### src/rtl/tile_ram_writer_if.sv
`default_nettype none
// ============================================================================
// Module   : tile_ram_writer_if
// Purpose  : Command handshake and tile RAM write port for tile_ram_writer.
// Revision : 1.0
// ============================================================================
interface tile_ram_writer_if #(
  parameter int ROW_BITS = 5,
  parameter int COL_BITS = 5,
  parameter int DATA_W   = 8
) ();
  logic                         cmd_valid;
  logic                         cmd_ready;
  logic [1:0]                   cmd_op;
  logic [ROW_BITS-1:0]          cmd_row;
  logic [COL_BITS-1:0]          cmd_col;
  logic [15:0]                  cmd_data;
  logic                         wr_allow;
  logic [ROW_BITS+COL_BITS-1:0] ram_addr;
  logic [DATA_W-1:0]            ram_din;
  logic                         ram_we;
  logic                         busy;
  logic                         done;

  modport master (
    output cmd_valid, cmd_op, cmd_row, cmd_col, cmd_data, wr_allow,
    input  cmd_ready, ram_addr, ram_din, ram_we, busy, done
  );

  modport slave (
    input  cmd_valid, cmd_op, cmd_row, cmd_col, cmd_data, wr_allow,
    output cmd_ready, ram_addr, ram_din, ram_we, busy, done
  );
endinterface
`default_nettype wire

### src/rtl/tile_ram_writer.sv
`default_nettype none
// ============================================================================
// Module   : tile_ram_writer
// Purpose  : Expands PUT/HEX4/FILL commands into gated single-byte tile RAM writes.
// Revision : 1.0
// ============================================================================
module tile_ram_writer #(
  parameter int ROW_BITS = 5,
  parameter int COL_BITS = 5,
  parameter int DATA_W   = 8
) (
  input  wire logic       clk,
  input  wire logic       reset,
  tile_ram_writer_if.slave bus
);

  localparam int ADDR_W = ROW_BITS + COL_BITS;

  localparam logic [1:0] OP_NOP  = 2'd0;
  localparam logic [1:0] OP_PUT  = 2'd1;
  localparam logic [1:0] OP_HEX4 = 2'd2;
  localparam logic [1:0] OP_FILL = 2'd3;

  localparam logic [COL_BITS-1:0] c_col_one  = COL_BITS'(1);
  localparam logic [ADDR_W-1:0]   c_addr_one = ADDR_W'(1);

  typedef enum logic [0:0] {
    IDLE  = 1'b0,
    WRITE = 1'b1
  } state_t;

  state_t              state_q, state_d;
  logic [1:0]          op_q, op_d;
  logic [ADDR_W-1:0]   addr_q, addr_d;
  logic [DATA_W-1:0]   din_q, din_d;
  logic [15:0]         hex_q, hex_d;
  logic [1:0]          cnt_q, cnt_d;
  logic                done_q, done_d;
  logic                fire;
  logic                last;

  function automatic logic [DATA_W-1:0] nib_ext(input logic [3:0] nib);
    logic [DATA_W-1:0] v;
    v      = '0;
    v[3:0] = nib;
    return v;
  endfunction

  // Combinational so the write lands in the slot wr_allow grants this cycle
  assign fire          = (state_q == WRITE) && bus.wr_allow;
  assign bus.ram_we    = fire && !reset;
  assign bus.ram_addr  = addr_q;
  assign bus.ram_din   = din_q;
  assign bus.cmd_ready = (state_q == IDLE);
  assign bus.busy      = (state_q == WRITE);
  assign bus.done      = done_q;

  always_comb begin
    last = 1'b1;
    case (op_q)
      OP_HEX4: last = (cnt_q == 2'd3);
      OP_FILL: last = &addr_q;
      default: last = 1'b1;
    endcase
  end

  always_comb begin
    state_d = state_q;
    op_d    = op_q;
    addr_d  = addr_q;
    din_d   = din_q;
    hex_d   = hex_q;
    cnt_d   = cnt_q;
    done_d  = 1'b0;
    case (state_q)
      IDLE: begin
        if (bus.cmd_valid) begin
          op_d  = bus.cmd_op;
          cnt_d = 2'd0;
          case (bus.cmd_op)
            OP_NOP: done_d = 1'b1;
            OP_PUT: begin
              addr_d  = {bus.cmd_row, bus.cmd_col};
              din_d   = bus.cmd_data[DATA_W-1:0];
              state_d = WRITE;
            end
            OP_HEX4: begin
              // hex_q keeps the not-yet-written nibbles left-aligned
              addr_d  = {bus.cmd_row, bus.cmd_col};
              din_d   = nib_ext(bus.cmd_data[15:12]);
              hex_d   = {bus.cmd_data[11:0], 4'h0};
              state_d = WRITE;
            end
            default: begin
              addr_d  = '0;
              din_d   = bus.cmd_data[DATA_W-1:0];
              state_d = WRITE;
            end
          endcase
        end
      end
      WRITE: begin
        if (fire) begin
          if (last) begin
            state_d = IDLE;
            done_d  = 1'b1;
          end else begin
            cnt_d = cnt_q + 2'd1;
            if (op_q == OP_HEX4) begin
              addr_d = {addr_q[ADDR_W-1:COL_BITS], addr_q[COL_BITS-1:0] + c_col_one};
              din_d  = nib_ext(hex_q[15:12]);
              hex_d  = {hex_q[11:0], 4'h0};
            end else begin
              addr_d = addr_q + c_addr_one;
            end
          end
        end
      end
      default: state_d = IDLE;
    endcase
  end

  always_ff @(posedge clk) begin
    if (reset) begin
      state_q <= IDLE;
      op_q    <= OP_NOP;
      addr_q  <= '0;
      din_q   <= '0;
      hex_q   <= '0;
      cnt_q   <= 2'd0;
      done_q  <= 1'b0;
    end else begin
      state_q <= state_d;
      op_q    <= op_d;
      addr_q  <= addr_d;
      din_q   <= din_d;
      hex_q   <= hex_d;
      cnt_q   <= cnt_d;
      done_q  <= done_d;
    end
  end

endmodule
`default_nettype wire

### src/flat_wrapper.sv
// flat-port wrapper written by rule: the top's interface ports become plain ports
module tile_ram_writer_flat 
#(
  parameter int ROW_BITS = 5,
  parameter int COL_BITS = 5,
  parameter int DATA_W   = 8
)
  (clk, reset, bus_cmd_valid, bus_cmd_op, bus_cmd_row, bus_cmd_col, bus_cmd_data, bus_wr_allow, bus_cmd_ready, bus_ram_addr, bus_ram_din, bus_ram_we, bus_busy, bus_done);
  tile_ram_writer_if #(.ROW_BITS(ROW_BITS), .COL_BITS(COL_BITS), .DATA_W(DATA_W)) bus_i ();
  input  wire logic clk;
  input  wire logic reset;
  input wire logic [$bits(bus_i.cmd_valid)-1:0] bus_cmd_valid;
  input wire logic [$bits(bus_i.cmd_op)-1:0] bus_cmd_op;
  input wire logic [$bits(bus_i.cmd_row)-1:0] bus_cmd_row;
  input wire logic [$bits(bus_i.cmd_col)-1:0] bus_cmd_col;
  input wire logic [$bits(bus_i.cmd_data)-1:0] bus_cmd_data;
  input wire logic [$bits(bus_i.wr_allow)-1:0] bus_wr_allow;
  output wire logic [$bits(bus_i.cmd_ready)-1:0] bus_cmd_ready;
  output wire logic [$bits(bus_i.ram_addr)-1:0] bus_ram_addr;
  output wire logic [$bits(bus_i.ram_din)-1:0] bus_ram_din;
  output wire logic [$bits(bus_i.ram_we)-1:0] bus_ram_we;
  output wire logic [$bits(bus_i.busy)-1:0] bus_busy;
  output wire logic [$bits(bus_i.done)-1:0] bus_done;
  assign bus_i.cmd_valid = bus_cmd_valid;
  assign bus_i.cmd_op = bus_cmd_op;
  assign bus_i.cmd_row = bus_cmd_row;
  assign bus_i.cmd_col = bus_cmd_col;
  assign bus_i.cmd_data = bus_cmd_data;
  assign bus_i.wr_allow = bus_wr_allow;
  assign bus_cmd_ready = bus_i.cmd_ready;
  assign bus_ram_addr = bus_i.ram_addr;
  assign bus_ram_din = bus_i.ram_din;
  assign bus_ram_we = bus_i.ram_we;
  assign bus_busy = bus_i.busy;
  assign bus_done = bus_i.done;
  tile_ram_writer #(.ROW_BITS(ROW_BITS), .COL_BITS(COL_BITS), .DATA_W(DATA_W)) u_core (.clk(clk), .reset(reset), .bus(bus_i));
endmodule
### config.mk
export PLATFORM = sky130hd
export DESIGN_NAME = tile_ram_writer_flat
export DESIGN_NICKNAME = d
export VERILOG_FILES = /design/src/rtl/tile_ram_writer_if.sv /design/src/rtl/tile_ram_writer.sv /design/src/flat_wrapper.sv
export SDC_FILE = /design/constraint.sdc
export NUM_CORES = 1
export LEC_CHECK = 0
export CORE_ASPECT_RATIO = 0.8
export CORE_MARGIN = 2
export CORE_UTILIZATION = 52
export DETAILED_ROUTE_END_ITERATION = 7
export PLACE_DENSITY = 0.8
export SLEW_MARGIN = 20
export SYNTH_ARGS = -nofsm -noshare
export SYNTH_HDL_FRONTEND = slang
export SYNTH_SLANG_ARGS = --single-unit
### constraint.sdc
create_clock -name clk -period 3.2 [get_ports clk]
set_clock_uncertainty 0.05 [all_clocks]
set_input_delay 0.64 -clock clk [delete_from_list [all_inputs] [get_ports clk]]
set_output_delay 0.64 -clock clk [all_outputs]
set_load 0.005 [all_outputs]
==> metrics.csv, run 1 <==
metric,value,unit
worst_slew_pin_slew,0.9309,ns
ys_seq_area_share,34.59,%
synth_flop_cell,dfxtp_1,
grtUsageMet2,40.71,%
rrSetupSlack,0.70,ns
routed_wirelength,5707,um
syn_area_per_cell,8.400,um^2
max_freq,371.7,MHz
synthSimpleGateAreaFrac,22.28,%
antennaDiodeCount,0,
fp.coreArea,0.003829,mm^2
globalRouteOverflowTotal,0,
async_flop_share,0,%
hold_path_depth,2,
cp_max_fo,5,
synth_xor_area_share,0,%
die_width,74.77,um
antenna_found_initial,0,
irDropWorstVdd,0.3854,mV
met3_usage,5.482,%
cts-root-buf,clkbuf_8,
grt_use_met1,40.00,%
routed-via-count,2179,
numCtsBuffers,5,
grt-busiest-layer,met2,
max_slew_margin,37.42,%
final-hold-violation-count,0,
cts_resized,0,
clock_latency,0.29,ns
cts_tree,built,
required,2.51,ns
cts_setup_buffers,0,
r2r_end,u_core.bus.ram_addr[2],
synth_top_cells_by_area,"dfxtp_1, a21oi_1, nor3_1, mux2_2, nand4_1",
drt_pass1_iterations,4,
start_util,54.41,%
yosys_warnings,0,
status,finished clean,
grtUsageTotal,27.25,%
drcViolationCount,0,
crit_arrival,2.00,ns
hp-class,reg -> reg,
ys_seq_elements,36,
die_y,60.61,um
postRouteAntennaNets,0,
grt_pass1_vias,1916,
min-delay-start,u_core.bus.ram_din[6],
synth_top_area_share,34.59,%
synthToLayoutAreaGrowth,31.59,%
min_period,2.691,ns
tns,0,ns
nets,332,
synth_area,0.002083,mm^2
synth_compound_gate_area_share,28.71,%
slew_viol_final,0,
p_leak,0.9434,nW
synth_edf_count,0,
r2r-start,u_core.bus.busy,
powerDensity,412.7,mW/mm^2
synth_fa_ha_area_share,2.402,%
grt_setup_unrepaired,false,
period_share,84.08,%
ios,54,
cts_max_level,2,
viasPerCell,6.208,
cts_max_path_buffers,2,
synth_nets,284,
min_to,u_core.bus.ram_din[6],
setup_viol,0,
synthCells,248,
synth_top_family_by_area,compound AO/OA/AOI/OAI gates,
critPathKind,in -> out,
worstRegToRegCells,4,
grt_pass1_wl,9308,um
fin_hold_ws,0.4238,ns
hold_buffers,0,
wire_per_inst,16.26,um
port-buffer-count,53,
critPathCaptureType,primary output,
critPathLaunchType,input pin,
drt-initial-drc-count,280,
clock-sinks,36,
hpwl,4050,um
nFillCells,301,
place_congestion,0.8654,
layout-drive-gt1-share,11.15,%
yosysTopAreaCell,dfxtp_1,
synth_cell_type_count,47,
die-area,0.004532,mm^2
clkSlewWorstSetupHoldPaths,0.07,ns
muxShareOfSynthArea,6.246,%
grt_max_degree,37,
drv_cap,0,
fp-row-count,20,
[registers in the layout (all words and copies together) (netlist names)]
signal and count:
u_core.bus.done 1, u_core.bus.ram_addr 10, u_core.cnt_q 2, u_core.op_q 2, u_core.bus.ram_din 8, u_core.hex_q 12, u_core.bus.busy 1
[cell usage after synthesis, drive strengths merged, types with 2 or more instances]
| library cell | count |
|---|---|
| or3b | 2 |
| a21o | 2 |
| mux2i | 4 |
| nor4 | 3 |
| mux2 | 8 |
| o21ai | 11 |
| o311ai | 5 |
| buf | 7 |
| nand2 | 13 |
| a311oi | 6 |
| o211ai | 3 |
| o41ai | 5 |
| dfxtp | 36 |
| a32o | 3 |
| or3 | 2 |
| nor3 | 18 |
| nand4 | 11 |
| inv | 7 |
| a31oi | 5 |
| nand3 | 3 |
| and2 | 4 |
| nor2 | 13 |
| nor2b | 4 |
| o31ai | 7 |
| clkbuf | 12 |
| a21oi | 30 |
| ha | 4 |
| nand2b | 3 |
| o31a | 4 |
| and3 | 4 |
| a2bb2oi | 2 |
[power by group]
| part | switching, mW | internal (mW) | total (mW) | leakage [nW] |
|---|---|---|---|---|
| clock | 0.156 | 0.192 | 0.348 | 0.0503 |
| combinational | 0.135 | 0.140 | 0.275 | 0.599 |
| sequential | 0.0309 | 0.478 | 0.509 | 0.294 |
[stage by stage]
stage | cells | area, um^2 | power [mW] | utilization [%] | setup slack (ns)
after CTS | 351 | 2741 | 1.132 | 71.60 | 0.5081
after detailed placement | 344 | 2645 | 0.7883 | 69.09 | 0.3973
after global routing | 351 | 2741 | 1.188 | 71.60 | 0.3707
final | 351 | 2741 | 1.131 | 71.60 | 0.5093
after floorplan | 248 | 2083 | 0.6667 | - | 0.9591
after global placement | 344 | 2645 | 0.7852 | 69.09 | 0.4350
[metal layers]
| metal | share of wire (%) | wire, um | vias up |
|---|---|---|---|
| met1 | 47 | 2706 | 1029 |
| met5 | 0 | 0 | - |
| met2 | 44 | 2525 | 94 |
| met4 | 1.3 | 73 | 0 |
| met3 | 7.0 | 401 | 10 |
| li1 | - | - | 1046 |
[how the worst max path moves through the flow]
stage,startpoint,end,slack [ns],cells past startpoint
after CTS,bus_wr_allow,bus_ram_we,0.51,4
final,bus_wr_allow,bus_ram_we,0.51,4
after global placement,bus_cmd_op[0],u_core.bus.ram_din[2],0.44,7
after detailed placement,bus_cmd_op[1],u_core.bus.ram_din[0],0.40,7
after global routing,u_core.bus.busy,bus_cmd_ready,0.37,2
after floorplan,bus_cmd_op[0],u_core.bus.ram_addr[2],0.96,7
[cell type report]
class | count | area, um^2 | area share [%]
Clock buffer | 7 | 96.34 | 3.514
Inverter | 8 | 30.03 | 1.095
Multi-Input combinational cell | 185 | 1242 | 45.32
Sequential cell | 36 | 720.7 | 26.29
Tap cell | 55 | 68.82 | 2.510
Timing Repair Buffer | 60 | 583.1 | 21.27
[placed cells by master, fill, tap and decap left out, types with 4 or more instances in the layout]
cell / count
a21oi_1: 30
a31oi_1: 5
and3_1: 4
buf_4: 7
clkbuf_8: 7
clkdlybuf4s50_1: 53
dfxtp_1: 36
ha_1: 4
inv_1: 7
mux2_2: 8
mux2i_1: 4
nand2_1: 13
nand4_1: 9
nor2_1: 13
nor2b_1: 4
nor3_1: 18
o21ai_0: 11
o311ai_0: 5
o31a_1: 4
o31ai_1: 7
o41ai_1: 5
[critical path, stage by stage]
cell and delay (ns):
clkdlybuf4s50_1 0.50, nand2_1 0.13, nor2_1 0.20, clkdlybuf4s50_1 0.52
[kinds of logic (layout without fill, tap and decap cells)]
kind of cell,after synthesis,after routing
buf+inv,27,75
fa+ha+maj,4,4
mux,12,12
flops,36,36
compound gates,87,87
simple gates,82,82
Note: power is estimated with default switching activity, not from simulation.
==> run 2, diff against run 1 <==
--- a/config.mk
+++ b/config.mk
@@ -7,9 +7,9 @@
 export LEC_CHECK = 0
 export CORE_ASPECT_RATIO = 0.8
 export CORE_MARGIN = 2
-export CORE_UTILIZATION = 52
+export CORE_UTILIZATION = 44
 export DETAILED_ROUTE_END_ITERATION = 7
-export PLACE_DENSITY = 0.8
+export PLACE_DENSITY = 0.72
 export SLEW_MARGIN = 20
 export SYNTH_ARGS = -nofsm -noshare
 export SYNTH_HDL_FRONTEND = slang
==> constraint.sdc (replaced) <==
create_clock -name clk -period 2.4 [get_ports clk]
set_clock_uncertainty 0.05 [all_clocks]
set_input_delay 0.48 -clock clk [delete_from_list [all_inputs] [get_ports clk]]
set_output_delay 0.48 -clock clk [all_outputs]
set_load 0.005 [all_outputs]
==> run 2 against run 1 <==
Net effect:
- non-clock buffer count is 10 higher
- clock-buffer cell count fell by 1
- sequential power rose by 33%
- cell area grew 3.4%
- highest routed layer unchanged
- clock power is 29% higher
- core utilization decreased by 9.6 points
- die area up 17%
==> metrics.csv, run 2 (synthesized netlist as in run 1, its figures left out) <==
metric,value,unit
cts_max_level,2,
die_y,65.55,um
min_period,2.293,ns
worst_slack,0.1074,ns
cp_max_fo,6,
cts_setup_buffers,0,
multiInputGateArea,0.001259,mm^2
tns,0,ns
min-delay-start,u_core.bus.ram_din[4],
critPathCaptureType,primary output,
clock-sinks,36,
antenna_found_initial,0,
slew_viol_final,0,
nFillCells,432,
layout-drive-gt1-share,14.94,%
cts_tree,built,
synthToLayoutAreaGrowth,36.10,%
hpwl,4279,um
place_ws,-0.2850,ns
globalRouteOverflowTotal,0,
fp-row-count,22,
cts_max_path_buffers,2,
worst_slew_pin_slew,0.9310,ns
fin_hold_ws,0.4207,ns
critPathLaunchType,input pin,
period_share,95.52,%
finalPower,1.516,mW
r2r_end,u_core.bus.ram_addr[5],
top_register,u_core.hex_q,
critPathKind,in -> out,
crit_arrival,1.76,ns
irDropWorstVdd,0.3107,mV
viasPerCell,5.965,
largest_reg_flops,12,
ios,54,
die_width,80.93,um
powerDensity,534.6,mW/mm^2
drv_cap,0,
layout_common_cells,"clkdlybuf4s50_1, dfxtp_1, a21oi_1",
clkSlewWorstSetupHoldPaths,0.07,ns
final-hold-violation-count,0,
drt-initial-drc-count,186,
clock_latency,0.29,ns
wire_per_inst,16.32,um
r2r-start,u_core.bus.ram_addr[1],
fin_util,62.05,%
hp-class,reg -> reg,
grt_setup_unrepaired,false,
die-area,0.005305,mm^2
place_congestion,0.8010,
worstRegToRegCells,5,
grt_pass1_vias,1974,
status,finished clean,
required,1.87,ns
antennaDiodeCount,0,
hold_path_depth,2,
max_slew_margin,37.94,%
grtUsageTotal,22.71,%
rrSetupSlack,0.29,ns
postRouteAntennaNets,0,
cts-root-buf,clkbuf_8,
nets,343,
grt_max_degree,37,
min_to,u_core.bus.ram_din[4],
grt_pass1_wl,9377,um
setup_viol,0,
drcViolationCount,0,
numCtsBuffers,5,
max_freq,436.2,MHz
drt_pass1_iterations,4,
p_leak,0.9988,nW
start_util,45.59,%
mostFrequentLayoutCell,clkdlybuf4s50_1,
regArea,720.7,um^2
port-buffer-count,53,
fp.coreArea,0.004569,mm^2
routed_wirelength,6007,um
routed-via-count,2195,
run 2: cell types whose count changed in the layout (fill, tap and decap cells not counted), sizes merged:
cell    change
o31a        +1
clkbuf      -1
clkinv      +2
buf        +10
run 2: cell type report:
class	instances	area share [%]
Tap cell	60	2.648
Inverter	8	1.059
Clock buffer	6	2.913
Timing Repair Buffer	70	23.21
Multi-Input combinational cell	186	44.40
Sequential cell	36	25.42
Clock inverter	2	0.3530
run 2: where the power goes:
part / total [mW] / switching [mW] / internal, mW
combinational: 0.392 / 0.191 / 0.201
clock: 0.449 / 0.220 / 0.229
sequential: 0.675 / 0.0378 / 0.637
run 2: per-stage QoR:
| step | cells | area [um^2] |
|---|---|---|
| 6_report | 368 | 2835 |
| 2_1_floorplan | 248 | 2083 |
| 3_5_place_dp | 359 | 2726 |
| 4_1_cts | 367 | 2819 |
| 5_1_grt | 368 | 2835 |
| 3_3_place_gp | 359 | 2726 |
run 2: routing by layer:
metal	share of wire [%]	wire length [um]	track usage (%)	up-vias
met4	1.4	85	7.627	0
met1	46	2747	31.84	1018
met5	0	0	0	-
met3	8.5	511	5.220	9
met2	44	2662	34.19	97
li1	-	-	-	1071
run 2: repair_timing:
item | CTS | global route
gates resized for setup | 0 | 6
hold buffers | 0 | 0
setup endpoints to repair | 0 | 7
run 2: critical path: stages:
cell and delay [ns]:
clkdlybuf4s50_1 0.52, nand2_2 0.12, nor2_1 0.13, clkdlybuf4s50_1 0.51
run 2: worst max-delay path by stage:
stage | startpoint | to | slack [ns] | cells past startpoint
floorplan | bus_cmd_op[0] | u_core.bus.ram_addr[2] | 0.32 | 7
global placement | bus_cmd_op[1] | u_core.bus.ram_din[5] | -0.18 | 8
detailed placement | bus_cmd_op[1] | u_core.bus.ram_addr[2] | -0.29 | 7
CTS | bus_cmd_op[1] | u_core.bus.ram_addr[2] | 0.02 | 7
global route | bus_cmd_op[0] | u_core.hex_q[5] | 0.004 | 8
finish | bus_wr_allow | bus_ram_we | 0.11 | 4
==> run 3, diff against run 2 <==
--- a/config.mk
+++ b/config.mk
@@ -8,6 +8,7 @@
 export CORE_ASPECT_RATIO = 0.8
 export CORE_MARGIN = 2
 export CORE_UTILIZATION = 44
+export CTS_CLUSTER_DIAMETER = 40
 export DETAILED_ROUTE_END_ITERATION = 7
 export PLACE_DENSITY = 0.72
 export SLEW_MARGIN = 20
==> results of run 3 <==
No change in the layout: final DEF, timing and power equal those of run 2.
